<file path="src/rtl/if_id_stage_pkg.sv">
// Shared pipeline constants and IF/ID payload type for the fetch/decode boundary.
package if_id_stage_pkg;

    localparam int unsigned XLEN  = 32;
    localparam int unsigned REG_W = 5;

    // Instruction word used for bubbles and flushed slots
    localparam logic [XLEN-1:0] NOP_WORD = XLEN'(0);
    // Sequential fetch increment
    localparam logic [XLEN-1:0] PC_STEP  = XLEN'(4);

    // Source register fields of an R/I-type instruction word
    localparam int unsigned RS_HI = 25;
    localparam int unsigned RS_LO = 21;
    localparam int unsigned RT_HI = 20;
    localparam int unsigned RT_LO = 16;

    // Per-cycle operating mode of the stage, highest priority first
    typedef enum logic [1:0] {
        MODE_FLUSH   = 2'd0,
        MODE_STALL   = 2'd1,
        MODE_ADVANCE = 2'd2
    } mode_e;

    // Contents of the IF/ID pipeline register
    typedef struct packed {
        logic [XLEN-1:0] instr;
        logic [XLEN-1:0] pc_plus4;
        logic            valid;
    } ifid_t;

    function automatic logic [REG_W-1:0] rs_field(input logic [XLEN-1:0] instr);
        return instr[RS_HI:RS_LO];
    endfunction

    function automatic logic [REG_W-1:0] rt_field(input logic [XLEN-1:0] instr);
        return instr[RT_HI:RT_LO];
    endfunction

endpackage

</file>
<file path="src/rtl/if_id_stage_load_use_detect.sv">
// Load-use hazard: a load in ID/EX writes a register read by the instruction in IF/ID.
module load_use_detect
    import if_id_stage_pkg::*;
(
    input  logic             mem_read_id_ex,
    input  logic [REG_W-1:0] rt_id_ex,
    input  logic [REG_W-1:0] ifid_rs,
    input  logic [REG_W-1:0] ifid_rt,
    input  logic             ifid_valid,
    output logic             hazard
);

    // Register 0 is hardwired, so a load targeting it never creates a dependency
    always_comb begin
        hazard = mem_read_id_ex && ifid_valid && (rt_id_ex != REG_W'(0)) &&
                 ((rt_id_ex == ifid_rs) || (rt_id_ex == ifid_rt));
    end

endmodule

</file>
<file path="src/rtl/if_id_stage.sv">
// Fetch PC register, IF/ID pipeline register and stall counter with flush/stall control.
module if_id_stage
    import if_id_stage_pkg::*;
#(
    parameter logic [31:0] RESET_PC = 32'h0000_0000,
    parameter int unsigned CNT_W    = 16
) (
    input  logic             clk,
    input  logic             rst_n,
    input  logic [XLEN-1:0]  instr_in,
    input  logic             branch_taken,
    input  logic [XLEN-1:0]  branch_target,
    input  logic             MemToRead_ID_EX,
    input  logic [REG_W-1:0] Instruccion_RT_ID_EX,
    output logic [XLEN-1:0]  pc_out,
    output logic [XLEN-1:0]  sumador_IF_ID,
    output logic [XLEN-1:0]  instruccion_IF_ID,
    output logic             valid_IF_ID,
    output logic             stall,
    output logic [CNT_W-1:0] stall_count
);

    logic [XLEN-1:0]  pc_q, pc_d;
    ifid_t            ifid_q, ifid_d;
    logic [CNT_W-1:0] cnt_q, cnt_d;
    logic             hazard;
    mode_e            mode_c;
    logic [XLEN-1:0]  pc_next_seq;

    load_use_detect u_load_use_detect (
        .mem_read_id_ex (MemToRead_ID_EX),
        .rt_id_ex       (Instruccion_RT_ID_EX),
        .ifid_rs        (rs_field(ifid_q.instr)),
        .ifid_rt        (rt_field(ifid_q.instr)),
        .ifid_valid     (ifid_q.valid),
        .hazard         (hazard)
    );

    // Mode selection: a taken branch squashes both the stall and the fetch
    always_comb begin
        mode_c = MODE_ADVANCE;
        if (branch_taken) begin
            mode_c = MODE_FLUSH;
        end else if (hazard) begin
            mode_c = MODE_STALL;
        end
    end

    // Next-state for PC, IF/ID and counter; PC+4 wraps naturally at 32 bits
    always_comb begin
        pc_d        = pc_q;
        ifid_d      = ifid_q;
        cnt_d       = cnt_q;
        pc_next_seq = pc_q + PC_STEP;
        unique case (mode_c)
            MODE_FLUSH: begin
                pc_d            = branch_target & ~XLEN'(3);
                ifid_d.instr    = NOP_WORD;
                ifid_d.pc_plus4 = XLEN'(0);
                ifid_d.valid    = 1'b0;
            end
            MODE_STALL: begin
                if (cnt_q != {CNT_W{1'b1}}) begin
                    cnt_d = cnt_q + CNT_W'(1);
                end
            end
            MODE_ADVANCE: begin
                pc_d            = pc_next_seq;
                ifid_d.instr    = instr_in;
                ifid_d.pc_plus4 = pc_next_seq;
                ifid_d.valid    = 1'b1;
            end
            default: begin
                pc_d = pc_q;
            end
        endcase
    end

    // State registers with asynchronous reset
    always_ff @(posedge clk or negedge rst_n) begin
        if (!rst_n) begin
            pc_q            <= RESET_PC;
            ifid_q.instr    <= NOP_WORD;
            ifid_q.pc_plus4 <= XLEN'(0);
            ifid_q.valid    <= 1'b0;
            cnt_q           <= CNT_W'(0);
        end else begin
            pc_q   <= pc_d;
            ifid_q <= ifid_d;
            cnt_q  <= cnt_d;
        end
    end

    assign pc_out            = pc_q;
    assign sumador_IF_ID     = ifid_q.pc_plus4;
    assign instruccion_IF_ID = ifid_q.instr;
    assign valid_IF_ID       = ifid_q.valid;
    assign stall_count       = cnt_q;
    assign stall             = (mode_c == MODE_STALL);

endmodule

</file>
<file path="config.mk">
export PLATFORM = sky130hd
export DESIGN_NAME = if_id_stage
export DESIGN_NICKNAME = d
export VERILOG_FILES = /design/src/rtl/if_id_stage_pkg.sv /design/src/rtl/if_id_stage_load_use_detect.sv /design/src/rtl/if_id_stage.sv
export SDC_FILE = /design/constraint.sdc
export NUM_CORES = 1
export LEC_CHECK = 0
export CAP_MARGIN = 20
export CORE_UTILIZATION = 46
export CTS_BUF_LIST = sky130_fd_sc_hd__clkbuf_16
export CTS_CLUSTER_SIZE = 10
export DETAILED_ROUTE_END_ITERATION = 12
export PLACE_DENSITY_LB_ADDON = 0.15
export RECOVER_POWER = 25
export SLEW_MARGIN = 20
export SYNTH_ARGS = -nofsm -noshare
export SYNTH_HDL_FRONTEND = slang
export SYNTH_SLANG_ARGS = --single-unit
</file>
<file path="constraint.sdc">
create_clock -name clk -period 4.06 [get_ports clk]
set_input_delay 1.218 -clock clk [delete_from_list [all_inputs] [get_ports clk]]
set_output_delay 1.218 -clock clk [all_outputs]
set_load 0.02 [all_outputs]
</file>
# After elaboration in Yosys (flattened, before gate mapping)
# Index checks and enable logic that the tools add are counted.
# W data, S select, Z words.
# word_totals
out_inout_bits	114
input_bits	73
register_bits	113
word_cells	24
# op_classes
mux	4
reduce_logical	8
n_eq_ne	5
add_sub_neg	2
# ops
operator	n
$pmux W65 S2	1
$pmux W32 S2	1
$add A32 B3 Y32 const B	1
$add A16 B1 Y16 const B	1
$ne A16 B16 Y1 const B	1
$eq A5 B5 Y1	2
$reduce_bool A5 Y1	1
$mux W2	2
$logic_and A1 B1 Y1	3
$eq A2 B1 Y1 const B	1
$eq A2 B2 Y1 const B	1
$logic_not A2 Y1	1
$reduce_and A2 Y1	1
$reduce_bool A2 Y1	1
$logic_or A1 B1 Y1	1

# Depth between registers and ports, before layout
# logic_depth
ltp_word	7
mapped_depth	8
mapped_depth_nobuf	7

# Hierarchy
# Synthesis repeated with hierarchy kept, for this count alone.
# unflattened
cells_unflattened	590
area_unflattened_um2	5693.0
# modules_own_cells
mod	seq_area_each_um2	area_each_um2	cells_each	n_inst
if_id_stage	2727.6	5560.3	573	1
load_use_detect	0.0	132.6	17	1

# Least setup slack after synthesis
# No wires, ideal clock.
# synth_timing
kind	input -> output
start	input Instruccion_RT_ID_EX[1]
end	output stall
path_stages	6
t_required_ns	2.842
path_slack_ns	0.200
path_buffers	2
t_arrival_ns	2.642
cell_sequence	or3_1 -> o311a_1 -> nand2_1 -> buf_2 -> buf_1 -> nor2_1
# synth_between
elab_chain_len	6
elab_cells_between_ends	9
classes_between	3 x eq/ne; 2 x mux; 4 x reduce/logical
# synth_rtl
item	line_no	source
start, declared	if_id_stage.sv:14	input logic [REG_W-1:0] Instruccion_RT_ID_EX,
$eq A5 B5 Y1 / $reduce_bool A5 Y1 (equally long branches)	if_id_stage_load_use_detect.sv:16, if_id_stage_load_use_detect.sv:15	
$logic_or A1 B1 Y1 / $logic_and A1 B1 Y1 (equally long branches)	if_id_stage_load_use_detect.sv:16, if_id_stage_load_use_detect.sv:15	
$logic_and A1 B1 Y1 *	if_id_stage_load_use_detect.sv:15	hazard = mem_read_id_ex && ifid_valid && (rt_id_ex != REG_W'(0)) &&
$mux W2 *	if_id_stage.sv:44	end else if (hazard) begin
$mux W2 *	if_id_stage.sv:42	if (branch_taken) begin
$eq A2 B1 Y1 *	if_id_stage.sv:99	assign stall = (mode_c == MODE_STALL);
end, declared	if_id_stage.sv:19	output logic stall,
# Mark *: on every way between the ends. The rest lies on a longest branch, timed or not.

# Worst setup path after layout
# Ends and elaborated chain as after synthesis.

==> summary.txt <==
clock tree buffer depth = 2
antenna violations before repair = 0
CTS tree = yes
Sw Share = 0.2884
RSZ-0062 raised after global routing = no
Routed WL = 14480 um
fmax = 0.2581 GHz
Core ar. = 11470 um2
startpoint types = input port
Root Buffer = clkbuf_16
PortBufs = 182
Placement Setup Slack = -0.2517 ns
DP Wirelength = 10230 um
number of global-route vias before repair = 4762
filler cell count = 960
H-tree depth = 3
Max-cap violations = 2
largest net degree at the start of global routing = 104
post-CTS setup buffer count = 0
Synth warnings = 0
Async SR Flop Fraction = 1.000
die area = 12300 um2
fin cells = 897
pwr/cell area = 343.8 nW/um2
io pins = 187
Starting Density = 0.4758
GRT Overall Usage = 0.2447
syn avg cell area = 9.343 um2
Synth Instances = 584
clk sinks = 110
Placed Cells = 882
Max-slew headroom = -0.04657
design internal power = 1.863 mW
synth top area cells = dfrtp_1 50%, xnor2_1 8.2%, nand2_1 8.1%
remaining antenna violation count after routing = 0
share of layout cells above drive strength 1 = 0.05040
EDFF count, synth = 0
critical path class = in2out
Synth top area share = 0.5045
status = finished, violations left
clk_skew = 0.004922 ns
P_leak = 3.204 nW
area of the multi-input gates = 2535 um2
height of the die = 110.9 um
CTS buffer count = 9
setup TNS = 0 ns
Hold Vio Cnt, Final = 0
worst vdd ir = 0.0001856 V
FF/Latch Area = 2753 um2
hold_sp = stall_count[9]
grt total ovfl = 0
later-pin clock latency in the skew report = 0.34 ns
CP Capture Type = primary output
antenna cells = 0
Die X = 110.9 um
commonest register cell after synthesis = dfrtp_1
total chip power = 2.618 mW
Final period util = 0.9543
post-synthesis cell type with the largest combined area = dfrtp_1
vias per std cell = 5.396
r2r startpoint = instruccion_IF_ID[23]
Layout area overhead = 39.56%
Yosys cell types = 41
sequential share of power = 0.485
Clk pwr share = 0.296
drt drc = 0
post-synth design cell area = 5456 um2
max-slew violation count = 60
NetSw = 0.7550 mW
DR vias = 4840
CP required = 2.84 ns
number of synthesized register bits = 110
clock-pin slew on the worst setup and hold paths = 0.07 ns
Hold WS = 0.4978 ns
combinational fraction of design power = 0.219
Final Critical Period = 3.874 ns
first-pass GRT wire length = 24280 um
DRT iter0 DRCs = 282
Final Instance Area = 7615 um2
fin nets = 825
worst min path class = reg2reg
Seq/Total Area, Yosys = 0.5045
FP Rows = 39
worst slew pin tran = 1.570 ns
Final WS setup = 0.1856 ns
Arrival @ worst endpoint = 2.66 ns
placed cell areas = 7381 um2
post_cts resized = 2
Critical path origin = Instruccion_RT_ID_EX[1]
CP Max Fanout = 2
GP Congestion = 0.8805
post-layout util = 0.6640
# hold bufs at CTS = 0
violated checks = capacitance limit, slew limit
mean routed wirelength per cell = 16.14 um
Final setup viols = 0
first drt pass iteration count = 5
worst max-delay path, cell delays in order:
cell and delay [ns]:
clkdlybuf4s50_1 0.43, or3_1 0.37, o311a_1 0.35, nand2_4 0.09, nor2_1 0.04, clkbuf_2 0.15
sequential cells by signal (all words and copies together), names as in the netlist:
| name | count |
|---|---|
| valid_IF_ID | 1 |
| stall_count | 16 |
| pc_out | 30 |
| sumador_IF_ID | 31 |
| instruccion_IF_ID | 32 |
power groups by stage:
stage	Combinational, mW	Clock, mW	Sequential, mW
after global routing	0.618	0.840	1.28
after global placement	0.574	0	1.29
after detailed placement	0.579	0	1.29
after floorplan	0.179	0	1.37
final	0.573	0.776	1.27
after CTS	0.582	0.794	1.27
final timing paths:
kind                                          to  cells past startpoint  slack (ns)
setup / recovery                           stall                      6        0.19
setup reg to reg                  stall_count[1]                      7        1.63
hold / removal                    stall_count[9]                      1        0.50
hold reg to reg                   stall_count[9]                      1        0.50
min in group asynchronous  instruccion_IF_ID[27]                      1        1.17
max in group asynchronous  instruccion_IF_ID[12]                      2        0.77
cells in the final DEF (no fill, tap or decap), types with 2 or more instances in the layout:
cell             instances
a21boi_0                 2
ha_1                     2
clkbuf_2                 2
nand4_1                 12
nand3_1                 15
o21ai_0                  3
clkdlybuf4s50_1        178
and4_1                   3
nand2_1                117
xor2_1                  29
mux2_2                   3
and2_1                   3
buf_4                   11
clkinv_2                 2
a211oi_2                 4
o21ai_1                 26
nor3_1                   9
clkbuf_16                9
clkbuf_1                 2
dfrtp_1                110
conb_1                   2
a21oi_1                 53
and3_1                   6
nor4_1                   5
inv_1                    5
a211oi_1                30
xnor2_1                 51
or3_1                    3
nor2_1                  41
cells in the mapped netlist, types with 4 or more instances:
library cell,count
xor2_1,29
nor2_1,41
dfrtp_1,110
nand4_1,12
a211oi_1,30
clkbuf_1,19
o21ai_1,26
nand2_1,118
nor4_1,5
a211oi_2,4
nor3_1,9
buf_1,4
and3_1,6
nand3_1,15
buf_2,14
xnor2_1,51
a21oi_1,53
cells by family (layout without fill, tap and decap cells):
kind of cell	Yosys count	after routing	synth area share
AO/OA/AOI/OAI	122	122	0.1341
adder cells (fa/ha/maj)	2	2	0.004585
other	1	2	0.0006873
multiplexers	3	3	0.006191
buffers and inverters	42	211	0.03416
AND/OR/NAND/NOR	224	224	0.1873
XOR/XNOR	80	80	0.1284
flip-flops	110	110	0.5045
layout make-up:
class,count,area share
repair buffers,194,0.2483
inverters,2,0.0009859
clock buffers,9,0.02958
flip-flops and latches,110,0.3615
well taps,143,0.02350
clock inverters,6,0.003286
multi-input cells,433,0.3329
layer usage:
metal | GRT usage | part of all wire | vias to the layer above
met3 | 0.04757 | 0.067 | 18
met5 | 0 | 0 | -
met2 | 0.3768 | 0.46 | 196
met1 | 0.3444 | 0.46 | 2308
li1 | - | - | 2318
met4 | 0.08889 | 0.018 | 0
Power figures use the tool's default switching activity.
